**config.mk**
```make
export PLATFORM = sky130hd
export DESIGN_NAME = pipe_skid_stage
export DESIGN_NICKNAME = d
export VERILOG_FILES = /design/src/rtl/pipe_skid_stage.sv
export SDC_FILE = /design/constraint.sdc
export NUM_CORES = 1
export LEC_CHECK = 0
export CAP_MARGIN = 20
export CORE_ASPECT_RATIO = 0.9
export CORE_MARGIN = 2
export CORE_UTILIZATION = 40
export CTS_BUF_LIST = sky130_fd_sc_hd__clkbuf_8
export CTS_CLUSTER_SIZE = 25
export DETAILED_ROUTE_END_ITERATION = 12
export GPL_TIMING_DRIVEN = 0
export MAX_ROUTING_LAYER = met4
export PLACE_DENSITY = 0.78
export RECOVER_POWER = 100
export SLEW_MARGIN = 20
export SYNTH_ARGS = -nofsm -noshare
export SYNTH_HDL_FRONTEND = slang
export SYNTH_SLANG_ARGS = --single-unit
```
**constraint.sdc**
```tcl
create_clock -name i_clk -period 2.1 [get_ports i_clk]
set_input_delay 0.42 -clock i_clk [delete_from_list [all_inputs] [get_ports i_clk]]
set_output_delay 0.42 -clock i_clk [all_outputs]
set_load 0.005 [all_outputs]
```
**src/rtl/pipe_skid_stage.sv**
```systemverilog
// Pipeline register stage with an optional two-entry skid buffer, flush, and
// one-shot control bits that are visible only on the first cycle an entry is head.
module pipe_skid_stage #(
    parameter int                DATA_W       = 32,
    parameter int                CTRL_W       = 8,
    parameter logic [CTRL_W-1:0] ONESHOT_MASK = '0,
    parameter bit                SKID_EN      = 1'b1
) (
    input  logic              i_clk,
    input  logic              i_reset_n,
    input  logic              i_flush,
    input  logic              i_valid,
    output logic              o_ready,
    input  logic [DATA_W-1:0] i_data,
    input  logic [CTRL_W-1:0] i_ctrl,
    output logic              o_valid,
    input  logic              i_ready,
    output logic [DATA_W-1:0] o_data,
    output logic [CTRL_W-1:0] o_ctrl,
    output logic [1:0]        o_count
);

    // State encoding doubles as the occupancy count.
    typedef enum logic [1:0] {
        EMPTY = 2'd0,
        ONE   = 2'd1,
        FULL  = 2'd2
    } state_t;

    state_t state;
    state_t state_next;

    logic [DATA_W-1:0] main_data;
    logic [DATA_W-1:0] skid_data;
    logic [CTRL_W-1:0] main_ctrl;
    logic [CTRL_W-1:0] skid_ctrl;

    logic fresh;
    logic fresh_next;
    logic ready_q;
    logic accept;
    logic retire;
    logic load_main_in;
    logic load_main_skid;
    logic load_skid;

    assign o_valid = (state != EMPTY);
    assign o_ready = SKID_EN ? ready_q : i_ready;
    assign accept  = i_valid & o_ready;
    assign retire  = o_valid & i_ready;
    assign o_data  = main_data;
    assign o_count = state;
    assign o_ctrl  = !o_valid ? '0 : (fresh ? main_ctrl : (main_ctrl & ~ONESHOT_MASK));

    always_comb begin
        state_next     = state;
        load_main_in   = 1'b0;
        load_main_skid = 1'b0;
        load_skid      = 1'b0;
        if (i_flush) begin
            state_next = EMPTY;
        end else if (SKID_EN) begin
            case (state)
                EMPTY: begin
                    if (accept) begin
                        load_main_in = 1'b1;
                        state_next   = ONE;
                    end
                end
                ONE: begin
                    if (accept && retire) begin
                        load_main_in = 1'b1;
                    end else if (accept) begin
                        load_skid  = 1'b1;
                        state_next = FULL;
                    end else if (retire) begin
                        state_next = EMPTY;
                    end
                end
                FULL: begin
                    // Upstream is stalled here, so only a retire can move things.
                    if (retire) begin
                        load_main_skid = 1'b1;
                        state_next     = ONE;
                    end
                end
                default: state_next = EMPTY;
            endcase
        end else begin
            // Legacy pipeline register: loads whenever downstream advances.
            if (i_ready) begin
                load_main_in = 1'b1;
                state_next   = i_valid ? ONE : EMPTY;
            end
        end
        fresh_next = load_main_in | load_main_skid;
    end

    always_ff @(posedge i_clk) begin
        if (!i_reset_n) begin
            state   <= EMPTY;
            fresh   <= 1'b0;
            ready_q <= 1'b1;
        end else begin
            state   <= state_next;
            fresh   <= fresh_next;
            ready_q <= (state_next != FULL);
        end
    end

    always_ff @(posedge i_clk) begin
        if (!i_reset_n) begin
            main_data <= '0;
            main_ctrl <= '0;
            skid_data <= '0;
            skid_ctrl <= '0;
        end else begin
            if (load_main_in) begin
                main_data <= i_data;
                main_ctrl <= i_ctrl;
            end else if (load_main_skid) begin
                main_data <= skid_data;
                main_ctrl <= skid_ctrl;
            end
            if (load_skid) begin
                skid_data <= i_data;
                skid_ctrl <= i_ctrl;
            end
        end
    end

endmodule

```
==> metrics.md, run 1 <==
| Metric | Value |
|---|---|
| Outcome | completed |
| Worst EP arrival | 2.26 ns |
| Remaining DRCs | 0 |
| Reg power frac | 48.6% |
| Class of the worst hold path | flip-flop to flip-flop |
| Max_slew headroom | 66.6% |
| Post-route design area | 0.00472 sq mm |
| Worst-path maximum fanout | 10 |
| Gpl congestion | 0.797 |
| Design Power | 3.43 mW |
| Die area | 0.00937 sq mm |
| Sequential fraction of the synthesis area | slightly below 50% |
| Logic pwr share | 11.3% |
| CTS Root Cell | clkbuf_8 |
| Net Sw Power | 783 uW |
| Hold Buf Count CTS | 0 |
| Post-layout util | between 50% and 60% |
| Fmax | 0.492 GHz |
| IO Port Bufs | 87 |
| Crit Path Category | primary input to flip-flop |
| Setup TNS | 0 ns |
| Vias per cell | 4.98 |
| Vias | 3249 |
| Fin nets | 572 |
| Gr ovfl total | 0 |
| DIE WIDTH | 102 microns |
| GRT Total Usage | 20.1% |
| Worst vdd ir | ~0.50 mV |
| Final WL | 8970 microns |
| Maxcap violations | 0 |
| Drt first pass iters | 5 |
| Pwr/cell area | 726 mW/mm^2 |
| Tcrit/Tclk final | between 90% and 100% |
| Ports | 89 |
| Final setup fails | 0 |
| #FFs+latches synth | 83 |
| Dpl cells | 634 |
| Final Hold Fails | 0 |
| Final Max Slew Viols | 0 |
| Clock power frac | approximately 40% |
| Count of cell types in the netlist | 24 |
| Max Root-Sink Buffers | 2 |
| Die H | between 90 and 100 microns |
| Post-Syn Instances | 428 |
| Layout cell share with drive strength beyond 1 | 8.27% |
| Post-CTS Setup Inserts | 0 |
| First-pass GRT wire length | 14600 microns |
| Average wire per standard cell | approximately 14 microns |
| P_leak | 1.69 nW |
| Antenna violations before repair | 1 |
| CTS tree | yes |
| Clock sink count | 83 |
| Clk slew on worst S/H paths | roughly 0.080 ns |
| CP Capture Type | flip-flop |
| Final Worst Setup Slack | ~0.066 ns |
| DRT antenna net count | 0 |
| Worst path required time | 2.33 ns |
| Std-Cell Rows | 32 |
| Largest net degree at the start of global routing | 15 |
| DP Area | 0.00446 sq mm |
| CTS Buf Count | 9 |
| Synth Area per Inst | about 8.0 sq um |
| Detailed placer's ending HPWL | 6320 microns |
| Synth-to-Final Area Change | 37.1% |
| RSZ-0062 raised after global routing | false |
| Syn nets | 473 |
| Synth Cell Area | roughly 0.0034 sq mm |
| Final min period | 2.03 ns |
| Initial Util | 40.8% |
| Pint | ~2.6 mW |
| Synth warn | 0 |
| Number of global-route vias before repair | 3165 |
| Fillers | 795 |
| Minimum hold slack | 0.459 ns |
| Place WS | -0.184 ns |
| Sw Ratio | 22.8% |
| H-tree depth | 3 |
| Starting DRT DRC Count | 157 |
| Insertion delay to the later sink of the worst-skew pair | 0.35 ns |
| Tightest Pin Transition | 0.501 ns |
| Non-Filler Instances | about 650 |
| Core ar. | ~0.0084 sq mm |
| Fin Clk Skew | 0.0110 ns |
| Worst Setup Start Kind | primary input |
## placed cells by master (no fill, tap or decap), drive strengths merged
master,count
nor4,1
or4,2
buf,19
clkbuf,27
dfxtp,83
a21boi,40
or3b,1
dlygate4sd3,37
a211o,1
mux2i,1
o21a,1
diode,1
o21ai,40
nand4b,1
clkinv,2
o22a,1
nor2b,9
clkdlybuf4s50,50
bufinv,3
nand2b,3
nor2,3
a31oi,40
nand2,162
nor3b,1
inv,4
## cells by family (layout without fill, tap and decap cells)
family,count (synthesis),in the layout,share of synthesized area [%]
AND/OR/NAND/NOR,182,183,21.8
flip-flops,83,83,48.2
other,0,1,0
buffers and inverters,39,142,6.97
multiplexers,1,1,0.291
AO/OA/AOI/OAI,123,123,22.7
## critical path: stages
cell,delay (ns)
dlygate4sd3_1,0.65
nor2b_1,0.09
or4_1,0.46
buf_2,0.22
buf_6,0.17
o21ai_0,0.19
a31oi_1,0.07
## final timing paths
kind | start | endpoint | slack [ns] | depth (start not counted)
worst max-delay path | i_ready | o_data[12] | 0.07 | 7
worst min-delay path | skid_data[27] | skid_data[27] | 0.46 | 2
worst max register to register | o_count[0] | o_data[12] | 0.33 | 6
worst min register to register | skid_data[27] | skid_data[27] | 0.46 | 2
## area by class of cell
type                    instances  area [sq um]  share of cell area [%]
flip-flops and latches         83          1660                    35.2
well taps                     119           149                    3.15
multi-input cells             307          1560                    33.1
clock inverters                 7           116                    2.46
repair buffers                 87           871                    18.4
diodes                          1          2.50                  0.0530
plain buffers                  37           226                    4.80
clock buffers                   9           124                    2.62
inverters                       2          7.51                   0.159
## what timing repair did
action                                  4_1_cts  5_1_grt
cloned                                        0        1
pin swaps                                     0        1
gates resized for setup                       2        3
endpoints found under the setup margin        9       10
## per-layer routing
| layer | part of all wire [%] | vias to the layer above | global-route usage [%] |
|---|---|---|---|
| met5 | 0 | - | - |
| met2 | 47 | 87 | 31.5 |
| met3 | 5.4 | 13 | 5.18 |
| li1 | - | 1644 | - |
| met1 | 46 | 1505 | 25.2 |
| met4 | 1.6 | 0 | 7.00 |
## synth_stat cells (all sizes together)
| master | n | area, sq um |
|---|---|---|
| nand2 | 162 | 608 |
| buf | 20 | 169 |
| or4 | 2 | 15.0 |
| nand4b | 1 | 8.76 |
| o21ai | 40 | 208 |
| inv | 2 | 7.51 |
| a211o | 1 | 8.76 |
| o21a | 1 | 7.51 |
| clkbuf | 17 | 63.8 |
| nor4 | 1 | 6.26 |
| o22a | 1 | 8.76 |
| nor2b | 9 | 56.3 |
| nor3b | 1 | 12.5 |
| or3b | 1 | 8.76 |
| dfxtp | 83 | 1660 |
| mux2i | 1 | 10.0 |
| nand2b | 3 | 26.3 |
| a21boi | 40 | 300 |
| nor2 | 2 | 7.51 |
| a31oi | 40 | 250 |
## registers in the layout, indices dropped and copies added, names as in the netlist
name       count
skid_data     32
o_count        2
o_ready        1
o_data        32
skid_ctrl      8
main_ctrl      8
## power groups by stage
stage                     Clock [mW]  Combinational, mW  Sequential (mW)
after floorplan                    0              0.170             1.70
after global placement             0              0.400             1.70
after detailed placement           0              0.409             1.70
after CTS                       1.39              0.411             1.67
after global routing            1.46              0.426             1.68
final                           1.37              0.388             1.67
Note: power is estimated with default switching activity, not from simulation.
==> inputs of run 2 (changes only) <==
--- a/config.mk
+++ b/config.mk
@@ -15,7 +15,6 @@
 export GPL_TIMING_DRIVEN = 0
 export MAX_ROUTING_LAYER = met4
 export PLACE_DENSITY = 0.78
-export RECOVER_POWER = 100
 export SLEW_MARGIN = 20
 export SYNTH_ARGS = -nofsm -noshare
 export SYNTH_HDL_FRONTEND = slang
==> metrics.md, run 2 (same netlist as run 1, synthesis figures left out) <==
| Metric | Value |
|---|---|
| Outcome | completed (unchanged) |
| Core ar. | 0.00845 sq mm (unchanged) |
| Clk slew on worst S/H paths | 0.09 ns (was 0.08 ns) |
| Final WL | 8960 microns (was 8970 microns) |
| Remaining DRCs | 0 (unchanged) |
| Average wire per standard cell | 13.8 microns (about the same) |
| First-pass GRT wire length | 14600 microns (unchanged) |
| Largest net degree at the start of global routing | 15 (unchanged) |
| Std-Cell Rows | 32 (unchanged) |
| CTS tree | yes (unchanged) |
| Pwr/cell area | 731 mW/mm^2 (was 726 mW/mm^2) |
| Final Worst Setup Slack | 0.119 ns (was 0.0655 ns) |
| Clock sink count | 83 (unchanged) |
| Worst EP arrival | 1.56 ns (was 2.26 ns) |
| Ports | 89 (unchanged) |
| Maxcap violations | 0 (unchanged) |
| Final Max Slew Viols | 0 (unchanged) |
| Place WS | -0.184 ns (unchanged) |
| CP Capture Type | primary output (was flip-flop) |
| Class of the worst hold path | flip-flop to flip-flop (unchanged) |
| Commonest non-fill, non-tap cell in the layout | nand2_1 (unchanged) |
| Vias | 3272 (was 3249) |
| IO Port Bufs | 87 (unchanged) |
| Commonest non-fill, non-tap cells in the layout | nand2_1 (162), clkdlybuf4s50_1 (87), dfxtp_1 (82), a31oi_1 (40), a21boi_1 (40) (was nand2_1 (162), dfxtp_1 (82), clkdlybuf4s50_1 (50), a31oi_1 (40), dlygate4sd3_1 (37)) |
| Clock power frac | 39.8% (was 40.1%) |
| Fin nets | 572 (unchanged) |
| DIE WIDTH | 102 microns (unchanged) |
| Cell family with most CP delay | buffers and inverters (unchanged) |
| Initial Util | 40.8% (unchanged) |
| Gr ovfl total | 0 (unchanged) |
| Post-layout util | 56.0% (was 55.9%) |
| Fillers | 793 (was 795) |
| Detailed placer's ending HPWL | 6320 microns (unchanged) |
| Tightest Pin Transition | 0.518 ns (was 0.501 ns) |
| Worst path required time | 1.68 ns (was 2.33 ns) |
| Max_slew headroom | 65.5% (was 66.6%) |
| Final setup fails | 0 (unchanged) |
| Design Power | 3.46 mW (was 3.43 mW) |
| Hold Buf Count CTS | 0 (unchanged) |
| CTS Root Cell | clkbuf_8 (unchanged) |
| Number of global-route vias before repair | 3165 (unchanged) |
| Final Hold Fails | 0 (unchanged) |
| Insertion delay to the later sink of the worst-skew pair | 0.35 ns (about the same) |
| Post-CTS Setup Inserts | 0 (unchanged) |
| Drt first pass iters | 5 (unchanged) |
| CTS Buf Count | 9 (unchanged) |
| Final min period | 1.98 ns (was 2.03 ns) |
| Crit-path cells | buf_6, nor2_2, nor2b_1, clkdlybuf4s50_1 (was dlygate4sd3_1, nor2b_1, or4_1, buf_2, buf_6, o21ai_0, a31oi_1) |
| Max Root-Sink Buffers | 2 (unchanged) |
| Sw Ratio | 22.8% (about the same) |
| CP max stage delay | 0.50 ns (was 0.65 ns) |
| Worst-path maximum fanout | 10 (unchanged) |
| GRT Total Usage | 20.1% (unchanged) |
| Worst vdd ir | 0.500 mV (was 0.497 mV) |
| H-tree depth | 3 (unchanged) |
| Synth-to-Final Area Change | 37.3% (was 37.1%) |
| Gpl congestion | 0.797 (unchanged) |
| Die area | 0.00937 sq mm (unchanged) |
| Slowest-stage cell, CP | clkdlybuf4s50_1 (was dlygate4sd3_1) |
| Net Sw Power | 790 uW (was 783 uW) |
| CP bufs+invs | 2 (was 3) |
| Fin Clk Skew | 0.0102 ns (was 0.0110 ns) |
| Antenna violations before repair | 0 (was 1) |
| DRT antenna net count | 0 (unchanged) |
| P_leak | 1.62 nW (was 1.69 nW) |
| # diodes | 0 (was 1) |
| Reg power frac | 48.3% (was 48.6%) |
| Worst Setup Start Kind | flip-flop (was primary input) |
| Tcrit/Tclk final | 94.4% (was 96.9%) |
| Pint | 2.67 mW (was 2.65 mW) |
| Die H | 92.0 microns (unchanged) |
| Fmax | 0.505 GHz (was 0.492 GHz) |
| Logic pwr share | 11.9% (was 11.3%) |
| Layout cell share with drive strength beyond 1 | 8.27% (unchanged) |
| Crit Path Category | flip-flop to primary output (was primary input to flip-flop) |
| RSZ-0062 raised after global routing | false (unchanged) |
| Vias per cell | 5.03 (was 4.98) |
| Starting DRT DRC Count | 162 (was 157) |
## run 2: final timing paths
kind	startpoint	endpoint	slack [ns]	cells past startpoint
max	o_count[1]	o_ctrl[4]	0.12	4
min	skid_data[28]	skid_data[28]	0.46	2
max reg2reg	o_count[1]	o_data[13]	0.34	7
min reg2reg	skid_data[28]	skid_data[28]	0.46	2
## run 2: power by group through the flow
stage	logic, mW	clock network [mW]	registers [mW]
floorplan	0.170	0	1.70
global placement	0.400	0	1.70
detailed placement	0.409	0	1.70
CTS	0.411	1.39	1.67
global route	0.451	1.46	1.68
finish	0.412	1.38	1.67
## run 2: layout make-up
class                           count  area (sq um)  area share [%]
Sequential cell                    83          1660            35.2
Multi-Input combinational cell    307          1560            33.0
Timing Repair Buffer               87           871            18.4
Buffer                             37           236            5.00
Tap cell                          119           149            3.15
Clock buffer                        9           124            2.62
Clock inverter                      7           116            2.46
Inverter                            2          7.51           0.159
## run 2: worst min-delay path: stages, from the launching register on
cell	delay [ns]
dfxtp_1	0.32
nand2_1	0.05
a21boi_1	0.05
## run 2: metrics by stage
step / TNS (ns) / instance area [sq um] / cells / hold slack [ns]
after global routing: 0 / 4730 / 651 / 0.470
after detailed placement: -9.57 / 4460 / 634 / 0.446
after CTS: 0 / 4710 / 650 / 0.458
after floorplan: 0 / 3440 / 428 / 0.435
final: 0 / 4730 / 651 / 0.457
after global placement: -7.79 / 4460 / 634 / 0.440
## run 2: what timing repair did
action                     CTS  global route
setup endpoints to repair    9            10
cloned                       0             1
resized for setup            2             3
pin swaps                    0             1
## run 2: routing by layer
metal	track usage, %	vias up	routed length, microns
li1	-	1642	-
met1	25.2	1515	4020
met4	7.00	0	159
met5	-	-	0
met2	31.5	100	4180
met3	5.18	15	596
==> inputs of run 3 (changes only) <==
--- a/config.mk
+++ b/config.mk
@@ -6,15 +6,17 @@
 export NUM_CORES = 1
 export LEC_CHECK = 0
 export CAP_MARGIN = 20
+export CELL_PAD_IN_SITES_DETAIL_PLACEMENT = 1
+export CELL_PAD_IN_SITES_GLOBAL_PLACEMENT = 2
 export CORE_ASPECT_RATIO = 0.9
 export CORE_MARGIN = 2
-export CORE_UTILIZATION = 40
+export CORE_UTILIZATION = 29
 export CTS_BUF_LIST = sky130_fd_sc_hd__clkbuf_8
-export CTS_CLUSTER_SIZE = 25
+export CTS_CLUSTER_DIAMETER = 200
 export DETAILED_ROUTE_END_ITERATION = 12
 export GPL_TIMING_DRIVEN = 0
 export MAX_ROUTING_LAYER = met4
-export PLACE_DENSITY = 0.78
+export PLACE_DENSITY = 0.93
 export SLEW_MARGIN = 20
 export SYNTH_ARGS = -nofsm -noshare
 export SYNTH_HDL_FRONTEND = slang
==> metrics.md, run 3 (same netlist as run 1, synthesis figures left out) <==
| Metric | Value |
|---|---|
| Final min period | 2.00 ns (was 1.98 ns) |
| Hold path depth | 2 (unchanged) |
| Class of the worst hold path | flip-flop to flip-flop (unchanged) |
| Ports | 89 (unchanged) |
| Dpl cells | 671 (was 634) |
| Vias | 3304 (was 3272) |
| Worst vdd ir | 0.262 mV (was 0.500 mV) |
| Gr ovfl total | 0 (unchanged) |
| Die area | 0.0128 sq mm (was 0.00937 sq mm) |
| Core ar. | 0.0115 sq mm (was 0.00845 sq mm) |
| Crit-path cells | buf_6, nor2_4, nor2b_1, clkdlybuf4s50_1 (was buf_6, nor2_2, nor2b_1, clkdlybuf4s50_1) |
| GRT Total Usage | 17.2% (was 20.1%) |
| Worst path required time | 1.68 ns (about the same) |
| Final setup fails | 0 (unchanged) |
| H-tree depth | 3 (unchanged) |
| DIE WIDTH | 119 microns (was 102 microns) |
| Post-CTS Setup Inserts | 0 (unchanged) |
| Pwr/cell area | 691 mW/mm^2 (was 731 mW/mm^2) |
| Antenna violations before repair | 0 (unchanged) |
| CTS tree | yes (unchanged) |
| Vias per cell | 4.82 (was 5.03) |
| Setup TNS | 0 ns (unchanged) |
| Tcrit/Tclk final | 95.2% (was 94.4%) |
| Final Max Slew Viols | 0 (unchanged) |
| Worst Hold Path EP | skid_data[22] (was skid_data[28]) |
| Slowest-stage cell, CP | clkdlybuf4s50_1 (unchanged) |
| Max_slew headroom | 63.8% (was 65.5%) |
| Worst EP arrival | 1.58 ns (was 1.56 ns) |
| Drt first pass iters | 4 (was 5) |
| Initial Util | 29.9% (was 40.8%) |
| Worst Setup Start Kind | flip-flop (unchanged) |
| CP Capture Type | primary output (unchanged) |
| Layout cell share with drive strength beyond 1 | 8.30% (was 8.27%) |
| Final WL | 10400 microns (was 8960 microns) |
| IO Port Bufs | 87 (unchanged) |
| P_leak | 1.60 nW (was 1.62 nW) |
| Post-layout util | 41.1% (was 56.0%) |
| Die H | 107 microns (was 92.0 microns) |
| Average wire per standard cell | 15.1 microns (was 13.8 microns) |
| Fin Clk Skew | 0.00756 ns (was 0.0102 ns) |
| CTS Buf Count | 9 (unchanged) |
| Clock sink count | 83 (unchanged) |
| Remaining DRCs | 0 (unchanged) |
| Reg2reg end | o_data[9] (was o_data[13]) |
| Reg2Reg Setup Slack | 0.31 ns (was 0.34 ns) |
| DP Area | 0.00451 sq mm (was 0.00446 sq mm) |
| Crit Path Category | flip-flop to primary output (unchanged) |
| Worst-path maximum fanout | 10 (unchanged) |
| Fmax | 0.500 GHz (was 0.505 GHz) |
| Commonest non-fill, non-tap cell in the layout | nand2_1 (unchanged) |
| Clk slew on worst S/H paths | 0.08 ns (was 0.09 ns) |
| Minimum hold slack | 0.456 ns (was 0.457 ns) |
| Post-route design area | 0.00474 sq mm (was 0.00473 sq mm) |
| Insertion delay to the later sink of the worst-skew pair | 0.35 ns (about the same) |
| Starting DRT DRC Count | 132 (was 162) |
| Largest net degree at the start of global routing | 13 (was 15) |
| Max Root-Sink Buffers | 2 (unchanged) |
| Detailed placer's ending HPWL | 7620 microns (was 6320 microns) |
| Maxcap violations | 0 (unchanged) |
| Commonest non-fill, non-tap cells in the layout | nand2_1 (162), clkdlybuf4s50_1 (87), dfxtp_1 (81), a31oi_1 (40), a21boi_1 (40) (was nand2_1 (162), clkdlybuf4s50_1 (87), dfxtp_1 (82), a31oi_1 (40), a21boi_1 (40)) |
| Std-Cell Rows | 37 (was 32) |
| Reg-to-Reg Start | o_count[1] (unchanged) |
| Outcome | completed (unchanged) |
| Synth-to-Final Area Change | 37.5% (was 37.3%) |
| RSZ-0062 raised after global routing | false (unchanged) |
| Gpl congestion | 0.766 (was 0.797) |
| R2r worst-path depth | 7 (unchanged) |
| # diodes | 0 (unchanged) |
| DRT antenna net count | 0 (unchanged) |
| Hold Startpoint | skid_data[22] (was skid_data[28]) |
| Non-Filler Instances | 686 (was 651) |
| CP max stage delay | 0.52 ns (was 0.50 ns) |
| Tightest Pin Transition | 0.543 ns (was 0.518 ns) |
| First-pass GRT wire length | 17000 microns (was 14600 microns) |
| Final Hold Fails | 0 (unchanged) |
| Hold Buf Count CTS | 0 (unchanged) |
| Number of global-route vias before repair | 3363 (was 3165) |
| Fin nets | 572 (unchanged) |
| CTS Root Cell | clkbuf_8 (unchanged) |
==> run 3: worst max-delay path: cells and delay by family, from the launching register on <==
kind / cells / cell delay [ns]
buffers and inverters: 2 / 0.69
DFF: 1 / 0.35
and+or+nand+nor: 2 / 0.20
==> run 3: cell type report <==
type                            count  area (sq um)
Clock buffer                       12           165
Multi-Input combinational cell    307          1560
Sequential cell                    83          1660
Fill cell                        1384          6790
Tap cell                          156           195
Clock inverter                      2          35.0
Timing Repair Buffer               87           871
Buffer                             37           236
Inverter                            2          7.51
==> run 3: layer usage <==
layer | up-vias | routed length [microns] | global-route usage [%] | share of wire, %
met1 | 1584 | 5090 | 22.3 | 49
met5 | - | 0 | - | 0
met4 | 0 | 115 | 4.59 | 1.1
li1 | 1632 | - | - | -
met3 | 10 | 556 | 3.76 | 5.4
met2 | 78 | 4580 | 27.2 | 44
==> run 3: report_power, final <==
part / total (mW) / internal (mW) / leakage (nW) / switching, mW
Combinational: 0.419 / 0.242 / 0.819 / 0.177
Sequential: 1.67 / 1.64 / 0.678 / 0.0359
Clock: 1.18 / 0.633 / 0.104 / 0.549
Total: 3.27 / 2.51 / 1.60 / 0.762
==> run 3: worst max-delay path by stage <==
| stage | start | to | slack (ns) | depth (start not counted) |
|---|---|---|---|---|
| floorplan | o_count[1] | main_ctrl[0] | 0.56 | 6 |
| global placement | i_ready | skid_data[17] | -0.19 | 6 |
| detailed placement | i_ready | skid_data[13] | -0.30 | 6 |
| CTS | o_count[1] | o_ctrl[2] | 0.006 | 4 |
| global route | o_count[1] | o_ctrl[2] | 0.002 | 4 |
| finish | o_count[1] | o_ctrl[2] | 0.10 | 4 |
==> run 3: repair_timing <==
| action | 4_1_cts | 5_1_grt |
|---|---|---|
| resized for setup | 2 | 4 |
| endpoints found under the setup margin | 9 | 36 |
| pin swaps | 1 | 1 |
| cloned | 0 | 1 |
==> run 3: through the flow <==
stage | setup WS [ns] | total power [mW]
2_1_floorplan | 0.562 | 1.87
3_3_place_gp | -0.192 | 2.11
4_1_cts | 0.00606 | 3.31
3_5_place_dp | -0.297 | 2.13
5_1_grt | 0.00185 | 3.43
6_report | 0.102 | 3.27
==> RTL change 1: new RTL, settings of run 2 <==
Reset style: asynchronous (`i_reset_n`), changed in 2 clocked blocks.
--- a/src/rtl/pipe_skid_stage.sv
+++ b/src/rtl/pipe_skid_stage.sv
@@ -97,5 +97,5 @@
     end
 
-    always_ff @(posedge i_clk) begin
+    always_ff @(posedge i_clk or negedge i_reset_n) begin
         if (!i_reset_n) begin
             state   <= EMPTY;
@@ -109,5 +109,5 @@
     end
 
-    always_ff @(posedge i_clk) begin
+    always_ff @(posedge i_clk or negedge i_reset_n) begin
         if (!i_reset_n) begin
             main_data <= '0;
Function: differs if i_reset_n is asserted again (counterexample within 4 cycles, from zero or initial values and one cycle with i_reset_n low); with i_reset_n held inactive, the same outputs for 10 cycles.
==> RTL change 1 against run 2 <==
First-iteration DRC count down 60%; design area down 1.2%; synthesized cell count down 33%; count of clock-buffer cells in the layout stayed put; routed wire length down 16%; sequential cell count did not move; register-to-register slack gained 0.02 ns; non-clock buffer count decreased by 15; setup slack worse by 0.019 ns; synthesized area decreased by 0.18%; largest cell class unchanged.
Power is not compared: it rests on default switching activity, and its combinational part moved more than twofold at a synthesized area within 25%.
==> RTL change 1: results (changes against run 2) <==
status: "completed"
irDropWorstVdd_v: 0.0004531
critPathCapture: "o_ctrl[3]"
drtIter0Drc: 65  # -60%
drt-wirelength-per-cell_um: 14.65  # +6.4%
port_buffers: 88  # +1.1%
worst_slew_pin_slew_ns: 0.5400  # +0.02237 ns
dp_hpwl_mm: 5.193  # -18%
leakage_uw: 0.002123
gp_congestion: 0.7292  # -8.5%
worst_clock_skew_ns: 0.007291  # -0.002933 ns
yosysWarningCount: 0  # unchanged
use_met1_pct: 23.56  # -1.7 points
critPathLaunch: "o_count[0]"
critical_path_peak_fanout: 6  # -4
async_flop_share_pct: 100.0  # +100 points
cpLargestDelayFamily: "buffers and inverters"
r2r_end: "main_ctrl[2]"
cpMaxStageDelayCell: "clkdlybuf4s50_1"
drive_gt1_share_pct: 10.43  # +2.2 points
cts_max_level: 3  # unchanged
syn_nets: 332  # -30%
synth_commonest_cells: "82 x dfrtp_1, 79 x nand2_1, 39 x mux2_1, 38 x a22oi_1, 9 x nor2b_1"
worst_ep_arrival_time_ns: 1.58  # +0.02 ns
ff2ff_path_depth: 6  # -1
cts_buffer_depth: 2  # unchanged
clk_pin_slew_worst_paths_ns: 0.08
worst_skew_pair.late_latency_ns: 0.34
firstDrtPassIters: 4  # -1
finalHoldViolCount: 0  # unchanged
dp_worst_setup_slack_ns: -0.03199  # +0.1515 ns
timing.final.ws_setup_ns: 0.1000  # -0.01853 ns
cts_made_buffers: 9  # unchanged
grt_pass1_wl_mm: 12.53  # -14%
antenna_found_initial: 0  # unchanged
cts_root_buffer: "clkbuf_8"
yosysUniqueCellTypes: 24  # unchanged
finalSetupViolations: 0  # unchanged
num_antenna_cells: 0  # unchanged
grt_usage_pct: 17.77  # -2.4 points
grt_max_degree: 44  # +29
ff2ff_setup_slack_ns: 0.36  # +0.02 ns
grtUsageMet2_pct: 26.97  # -4.5 points
slowest_delay_ns: 0.54  # +0.04 ns
viasPerCell: 4.881  # -2.9%
use_met3_pct: 5.107  # -0.076 points
holdCritPathClass: "input pin to asynchronous set/reset pin"
ys_seq_area_share_pct: 60.44  # +12 points
grt_pass1_vias: 2510  # -21%
synth_top_cells_by_area: "dfrtp_1 60%, mux2_1 13%, nand2_1 8.6%, a22oi_1 8.3%, nor2b_1 1.6%"
nets: 435  # -24%
RTL change 1: cell types whose count changed after synthesis, moves of 14 or more:
cell      before  now
a21boi_1      40    0
a22oi_1        0   38
a31oi_1       40    0
clkbuf_1      17    3
dfrtp_1        0   82
dfxtp_1       83    0
mux2_1         0   39
nand2_1      162   79
o21ai_1       38    2
RTL change 1: final cells by class:
type                    count  area, um^2
inverters                   2       7.507
repair buffers             91       913.4
flip-flops and latches     83        2081
clock inverters             5       32.53
fillers                   718        3775
multi-input cells         185        1244
well taps                 119       148.9
clock buffers               9       123.9
plain buffers              18       122.6
RTL change 1: routing by layer:
layer,wire (um),vias up
li1,-,1192
met1,3367,1238
met2,3727,60
met3,340,9
met4,64,0
met5,0,-
RTL change 1: what timing repair did:
item                                    4_1_cts  5_1_grt
gates cloned                                  0        1
buffers inserted                              0        2
pin swaps                                     1        1
resized for setup                             3        1
endpoints found under the setup margin        9        9
RTL change 1: cell families (layout without fill, tap and decap cells):
kind of cell / Yosys count / in the layout / synth area share, %
buf+inv: 20 / 125 / 3.784
flops: 83 / 83 / 60.44
compound gates: 43 / 43 / 9.680
simple gates: 97 / 98 / 11.83
mux: 44 / 44 / 14.26
RTL change 1: metrics by stage:
step           hold WS [ns]  util (%)  instances  cell area, um^2
2_1_floorplan        0.1244         -        287             3438
3_3_place_gp         0.4512     52.89        494             4468
3_5_place_dp         0.4424     53.10        495             4486
4_1_cts             0.06052     55.05        509             4651
5_1_grt             0.06883     55.32        512             4673
6_report            0.04842     55.32        512             4673
RTL change 1: power by group:
group	leakage (uW)	internal, uW	switching [uW]
sequential	0.00102	1980	194
clock	0.0000730	411	546
combinational	0.00103	528	316
total	0.00212	2920	1060
==> RTL change 2: new RTL, settings of run 2 <==
Without the edit above. The parameter `SKID_EN` goes from 1'b1 to 1'b0.
--- a/src/rtl/pipe_skid_stage.sv
+++ b/src/rtl/pipe_skid_stage.sv
@@ -5,5 +5,5 @@
     parameter int                CTRL_W       = 8,
     parameter logic [CTRL_W-1:0] ONESHOT_MASK = '0,
-    parameter bit                SKID_EN      = 1'b1
+    parameter bit                SKID_EN      = 1'b0
 ) (
     input  logic              i_clk,
Formal check against the unedited RTL: not equivalent (a bounded check fails within 4 cycles, from zero or initial values and one cycle with i_reset_n low).
==> RTL change 2 against run 2 <==
First-iteration DRC count decreased by 77%; synthesized area decreased by 49%; routed wire length down 56%; sequential cell count fell by 42; cell count shrank 47%; setup slack improved by 0.011 ns; total power decreased by 52%; design area fell by 41%; worst hold slack got worse by 0.0031 ns; critical path depth is 1 lower; fmax is 0.58% higher; critical endpoint is now o_ready.
==> RTL change 2: results (changes against run 2) <==
status: "completed"
antenna_found_initial: 0  # unchanged
dr_wl_met2_mm: 1.647  # -61%
port_buffers: 86  # -1.1%
use_met1_pct: 21.16  # -4.1 points
highest_layer: "met4"
wl_met1_mm: 1.947  # -52%
grtUsageMet2_pct: 26.34  # -5.1 points
ff2ff_setup_slack_ns: 1.23  # +0.89 ns
grt_pass1_vias: 1362  # -57%
worst_skew_pair.late_latency_ns: 0.29  # -0.06 ns
grt_pass1_wl_mm: 6.272  # -57%
firstDrtPassIters: 4  # -1
swShare_pct: 23.26  # +0.41 points
pg_seq_uw: 836  # -50%
cpMaxStageDelayCell: "clkdlybuf4s50_1"
cts_made_buffers: 5  # -4
grt_max_degree: 12  # -3
synth_commonest_cells: "80 x nand2_1, 41 x dfxtp_1, 41 x mux2i_1, 9 x buf_2, 8 x and2_1"
drt-wirelength-per-cell_um: 11.62  # -16%
yosysWarningCount: 0  # unchanged
irDropWorstVdd_v: 0.0003858  # -23%
leakage_uw: 0.001115  # -31%
worst_ep_arrival_time_ns: 1.55
cts_resized: 0  # -2
comb_power_uw: 292  # -29%
cts_max_level: 2  # -1
syn_area_per_cell_um2: 9.292  # +15%
cts_root_buffer: "clkbuf_8"
dp_hpwl_mm: 2.803  # -56%
hold_ws_ns: 0.4542  # -0.003087 ns
critical_path_peak_fanout: 3  # -7
worst_clock_skew_ns: 0  # -0.01022 ns
fin_cells: 343  # -47%
nets: 328  # -43%
dp_worst_setup_slack_ns: 0.1257  # +0.3092 ns
num_antenna_cells: 0  # unchanged
ys_seq_area_share_pct: 46.49  # -1.7 points
wl_met3_um: 335  # -44%
synth_top_cells_by_area: "dfxtp_1 46%, mux2i_1 23%, nand2_1 17%, buf_12 4.5%, and2_1 2.8%"
slowest_delay_ns: 0.52  # +0.02 ns
use_met3_pct: 5.598  # +0.41 points
viasPerCell: 4.397  # -13%
dpl_cell_area_um2: 2701  # -39%
postCtsSetupBuffers: 0  # unchanged
clk_pin_slew_worst_paths_ns: 0.07  # -0.02 ns
ys.flop_type: "dfxtp_1"
drive_gt1_share_pct: 8.481  # +0.21 points
seqPwrFrac_pct: 50.8  # +2.5 points
syn_nets: 235  # -50%
fmax_mhz: 507.6  # +0.58%
gp_congestion: 0.7069  # -11%
drtIter0Drc: 38  # -77%
grt_usage_pct: 17.18  # -2.9 points
yosysUniqueCellTypes: 11  # -54%
holdCritPathClass: "input pin to flip-flop"
[RTL change 2: final timing paths]
kind              startpoint    endpoint  cells past startpoint
setup reg to reg  o_count[0]  o_count[0]                      2
hold / removal     i_reset_n  o_count[0]                      2
hold reg to reg   o_data[30]  o_data[30]                      2
setup / recovery     i_ready     o_ready                      3
[RTL change 2: critical path, delay by kind of cell]
family | cells | cell delay, ns
buffers and inverters | 3 | 1.13
[RTL change 2: logic make-up after synthesis]
group,after synthesis,synth area share [%]
other,1,0.2124
DFF,41,46.49
buffers and inverters,17,9.001
muxes,41,23.25
and+or+nand+nor,90,21.05
[RTL change 2: area by class of cell]
| class | count | area (um^2) |
|---|---|---|
| sequential | 41 | 820.8 |
| clock buffer | 6 | 82.58 |
| tap | 60 | 75.07 |
| buffer | 17 | 158.9 |
| clock inverter | 1 | 3.754 |
| fill | 371 | 1369 |
| multi-input combinational | 132 | 785.8 |
| timing repair buffer | 86 | 860.8 |
